===== config.mk =====
export PLATFORM = sky130hd
export DESIGN_NAME = en_prescaler
export DESIGN_NICKNAME = d
export VERILOG_FILES = /design/src/rtl/en_prescaler.sv
export SDC_FILE = /design/constraint.sdc
export NUM_CORES = 1
export LEC_CHECK = 0
export ABC_AREA = 1
export BUFFER_PORTS_ARGS = -buffer_cell sky130_fd_sc_hd__buf_2
export CORE_ASPECT_RATIO = 2
export CORE_UTILIZATION = 35
export DETAILED_ROUTE_END_ITERATION = 10
export GPL_ROUTABILITY_DRIVEN = 0
export HOLD_SLACK_MARGIN = 0.03
export PLACE_DENSITY_LB_ADDON = 0.05
export RECOVER_POWER = 100
export SKIP_CTS_REPAIR_TIMING = 1
export SLEW_MARGIN = 10
export SYNTH_ARGS = -nofsm -noshare
export SYNTH_HDL_FRONTEND = slang
export SYNTH_SLANG_ARGS = --single-unit

===== constraint.sdc =====
create_clock -name clk -period 1.9 [get_ports clk]
set_clock_uncertainty 0.2 [all_clocks]
set_input_delay 0 -clock clk [delete_from_list [all_inputs] [get_ports clk]]
set_output_delay 0 -clock clk [all_outputs]
set_load 0.05 [all_outputs]

===== src/rtl/en_prescaler.sv =====
// Programmable tick generator feeding down_counter.en: one tick every cfg_div+1 clocks,
// continuous or in bursts of cfg_burst ticks. Optional macro: PRESCALER_AUTORELOAD_EN.
module en_prescaler #(
  parameter int DIV_W   = 8,
  parameter int BURST_W = 8
) (
  input  logic               clk,
  input  logic               rst_n,
  input  logic               cfg_valid,
  output logic               cfg_ready,
  input  logic [DIV_W-1:0]   cfg_div,
  input  logic [BURST_W-1:0] cfg_burst,
  input  logic               start,
  input  logic               stop,
  output logic               tick,
  output logic               busy,
  output logic               done
);

  typedef enum logic {IDLE, RUN} state_t;

  state_t               state, state_nxt;
  logic [DIV_W-1:0]     div_r, div_nxt, phase, phase_nxt;
  logic [BURST_W-1:0]   burst_r, burst_nxt, remaining, remaining_nxt;
  logic                 tick_nxt, done_nxt;
  logic                 cfg_hs;

  assign cfg_ready = (state == IDLE);
  assign busy      = (state == RUN);
  assign cfg_hs    = cfg_valid && cfg_ready;

  always_ff @(posedge clk or negedge rst_n) begin
    if (!rst_n) begin
      state     <= IDLE;
      div_r     <= '0;
      burst_r   <= '0;
      phase     <= '0;
      remaining <= '0;
      tick      <= 1'b0;
      done      <= 1'b0;
    end else begin
      state     <= state_nxt;
      div_r     <= div_nxt;
      burst_r   <= burst_nxt;
      phase     <= phase_nxt;
      remaining <= remaining_nxt;
      tick      <= tick_nxt;
      done      <= done_nxt;
    end
  end

  always_comb begin
    state_nxt     = state;
    div_nxt       = div_r;
    burst_nxt     = burst_r;
    phase_nxt     = phase;
    remaining_nxt = remaining;
    tick_nxt      = 1'b0;
    done_nxt      = 1'b0;
    case (state)
      IDLE: begin
        if (cfg_hs) begin
          div_nxt   = cfg_div;
          burst_nxt = cfg_burst;
        end
        // A config accepted on the start edge takes effect for this run.
        if (start) begin
          state_nxt     = RUN;
          phase_nxt     = cfg_hs ? cfg_div   : div_r;
          remaining_nxt = cfg_hs ? cfg_burst : burst_r;
        end
      end
      RUN: begin
        if (stop) begin
          state_nxt = IDLE;
        end else if (phase == '0) begin
          tick_nxt  = 1'b1;
          phase_nxt = div_r;
          if (burst_r != '0) begin
            if (remaining <= BURST_W'(1)) begin
              done_nxt = 1'b1;
`ifdef PRESCALER_AUTORELOAD_EN
              remaining_nxt = burst_r;
`else
              remaining_nxt = '0;
              state_nxt     = IDLE;
`endif
            end else begin
              remaining_nxt = remaining - BURST_W'(1);
            end
          end
        end else begin
          phase_nxt = phase - DIV_W'(1);
        end
      end
      default: state_nxt = IDLE;
    endcase
  end

endmodule

==> flow_summary.json <==
{
  "fillCellCount": 573,
  "drt_first_iter_violations": 79,
  "layout-drive-gt1-share_pct": 16.8,
  "reg2regPathDepth": 10,
  "setup_slack_ns": 0.122,
  "setup_viol": 0,
  "crit_chain": "inv_2, ha_2, nand3_2, inv_1, nand2_2, nor2_4, nand2_4, nand2_8, nand2_1, nand2_1",
  "core_area_mm2": 0.00547,
  "pin_count": 25,
  "synth_cell_types": 24,
  "synth_compound_area_share_pct": 10.3,
  "cp_top_family": "simple AND/OR/NAND/NOR gates",
  "async_flop_share_pct": 100,
  "tritoncts": "built",
  "cts.sinks": 35,
  "cpMostUsedCell": "nand2_1",
  "multi_input_area_um2": 995,
  "avgViaCountPerCell": 4.93,
  "tightest_slew_ns": 0.947,
  "rows": 38,
  "whs_ns": 0.0953,
  "muxShareOfSynthArea_pct": 0,
  "synthSimpleGateAreaFrac_pct": 33.4,
  "start_kind": "flip-flop",
  "numCtsBuffers": 5,
  "synthXorXnorAreaFrac_pct": 1.75,
  "min_path_cells": 4,
  "yosysTopAreaCell": "dfrtp_1",
  "synth_top_flop_cell": "dfrtp_1",
  "crit_fanout": 8,
  "hold_class": "in2reg",
  "r2r-end": "remaining[6]",
  "drv_slew": 0,
  "grt_max_degree": 36,
  "synth_area_leaders": "dfrtp_1, nand2_1, nand3_1",
  "dp_slack_ns": 0.0416,
  "antenna_found_initial": 0,
  "critPathSlowestCell": "dfrtp_1",
  "r2r_slack_ns": 0.12,
  "seq_area_frac_synth_pct": 43.8,
  "die_area_mm2": 0.00604,
  "hpwl_um": 4360,
  "start_util_pct": 36.6,
  "grtUsageTotal_pct": 20.5,
  "syn-num-nets": 306,
  "ys_warn_count": 0,
  "wl_per_cell_um": 14.8,
  "synth_edf_count": 0,
  "ys_seq_elements": 35,
  "fin_cells": 400,
  "synth_area_mm2": 0.00200,
  "critPathRequiredTime_ns": 1.93,
  "vias": 1973,
  "nets": 364,
  "die_w_um": 55.5,
  "path_buf_inv": 2,
  "port_buffers": 24,
  "status": "finished clean",
  "ctsLongestPathBuffers": 2,
  "ir_drop_mv": 0.740,
  "r2r_start": "phase[0]",
  "maxCapViolCount": 0,
  "timing.slew.headroom_pct": 36.8,
  "dp_cells": 367,
  "power.density_mw_per_mm2": 1190,
  "syn2layout_area_growth_pct": 30.2,
  "p_leak_nw": 1.36,
  "max_stage_delay_ns": 0.41,
  "synthTopCellsByCount": "nand2_1, dfrtp_1, nor2_1",
  "criticalPathCategory": "reg2reg",
  "worstSetupEndpointType": "flip-flop",
  "antenna_cells": 0,
  "wirelength_um": 5910,
  "worstSetupStartpoint": "phase[0]",
  "clk_latency_ns": 0.29,
  "cts-root-buf": "clkbuf_8",
  "synth_top_family_by_area": "simple AND/OR/NAND/NOR gates",
  "fmax_ghz": 0.562,
  "worstHoldStart": "start",
  "synth-adder-area-share_pct": 2.50,
  "die_h_um": 109,
  "htreeDepth": 2,
  "cp.arrival_ns": 1.81,
  "syn_inst": 281,
  "drt-pass1-iter-count": 7,
  "layout_min_cycle_time_ns": 1.78,
  "total_power_mw": 3.09,
  "drc_errors": 0,
  "seq_area_um2": 876,
  "gr-total-overflow": 0,
  "period_share_pct": 93.6,
  "clk_pin_slew_worst_paths_ns": 0.07,
  "whs_endpoint": "phase[0]",
  "yosysMostFrequentCell": "nand2_1",
  "postRouteAntennaNets": 0,
  "hold_viol": 0,
  "utilization_pct": 47.7,
  "grt_pass1_wl_um": 9250,
  "synth_top_area_share_pct": 43.8,
  "avgSynthCellArea_um2": 7.12,
  "grt_pass1_vias": 1953
}
how the worst max path moves through the flow:
| stage | end | slack, ns | depth (start not counted) |
|---|---|---|---|
| 2_1_floorplan | remaining[0] | 0.02 | 8 |
| 3_3_place_gp | phase[4] | 0.03 | 9 |
| 3_5_place_dp | phase[4] | 0.04 | 9 |
| 4_1_cts | phase[4] | 0.02 | 9 |
| 5_1_grt | remaining[3] | -0.004 | 10 |
| 6_report | remaining[6] | 0.12 | 10 |
metrics by stage:
stage / instance area (µm²) / setup TNS (ns)
5_1_grt: 2610 / -0.00496
3_3_place_gp: 2230 / 0
3_5_place_dp: 2230 / 0
4_1_cts: 2350 / 0
6_report: 2610 / 0
2_1_floorplan: 2000 / 0
power by group:
group / internal (mW) / switching [mW]
sequential: 0.956 / 0.190
clock: 0.425 / 0.278
combinational: 0.492 / 0.749
total: 1.87 / 1.22
cell type report:
| class | instances | area share [%] |
|---|---|---|
| clock inverters | 2 | 1.34 |
| well taps | 60 | 2.88 |
| inverters | 35 | 5.04 |
| clock buffers | 6 | 3.17 |
| flip-flops and latches | 35 | 33.6 |
| multi-input cells | 205 | 38.2 |
| repair buffers | 57 | 15.8 |
cells by family (layout without fill, tap and decap cells):
group / count (synthesis) / in the layout
fa+ha+maj: 4 / 4
flops: 35 / 35
compound gates: 39 / 39
xor+xnor: 4 / 4
buf+inv: 42 / 100
simple gates: 157 / 158
per-layer routing:
metal  GRT usage, %  wire (µm)
met4           10.5        247
met1           19.2       2170
met3           3.08         96
met5              0          0
met2           41.4       3400
state kept, by name, indices dropped and copies added, names as in the netlist:
name / count
busy: 1
div_r: 8
done: 1
remaining: 8
burst_r: 8
phase: 8
tick: 1
worst reg2reg max path: cells and delay by family (launching register included):
kind                     cells  cell delay (ns)
adder cells (fa/ha/maj)      1             0.19
buffers and inverters        2             0.18
flip-flops                   1             0.41
AND/OR/NAND/NOR              7             0.73
cell usage in the layout, fill, tap and decap left out, drive strengths merged:
cell | Yosys | layout
buf | 5 | 32
clkinv | 0 | 1
nor3 | 2 | 2
xnor2 | 2 | 2
dfrtp | 35 | 35
nand2 | 84 | 85
nand3 | 31 | 31
or2 | 1 | 1
xor2 | 2 | 2
inv | 35 | 35
nor2 | 37 | 37
bufinv | 0 | 1
nand4 | 2 | 2
a21oi | 17 | 17
o21ai | 18 | 18
dlygate4sd3 | 0 | 20
ha | 4 | 4
a22oi | 3 | 3
a41oi | 1 | 1
clkbuf | 2 | 11
(Power assumes the default switching activity.)
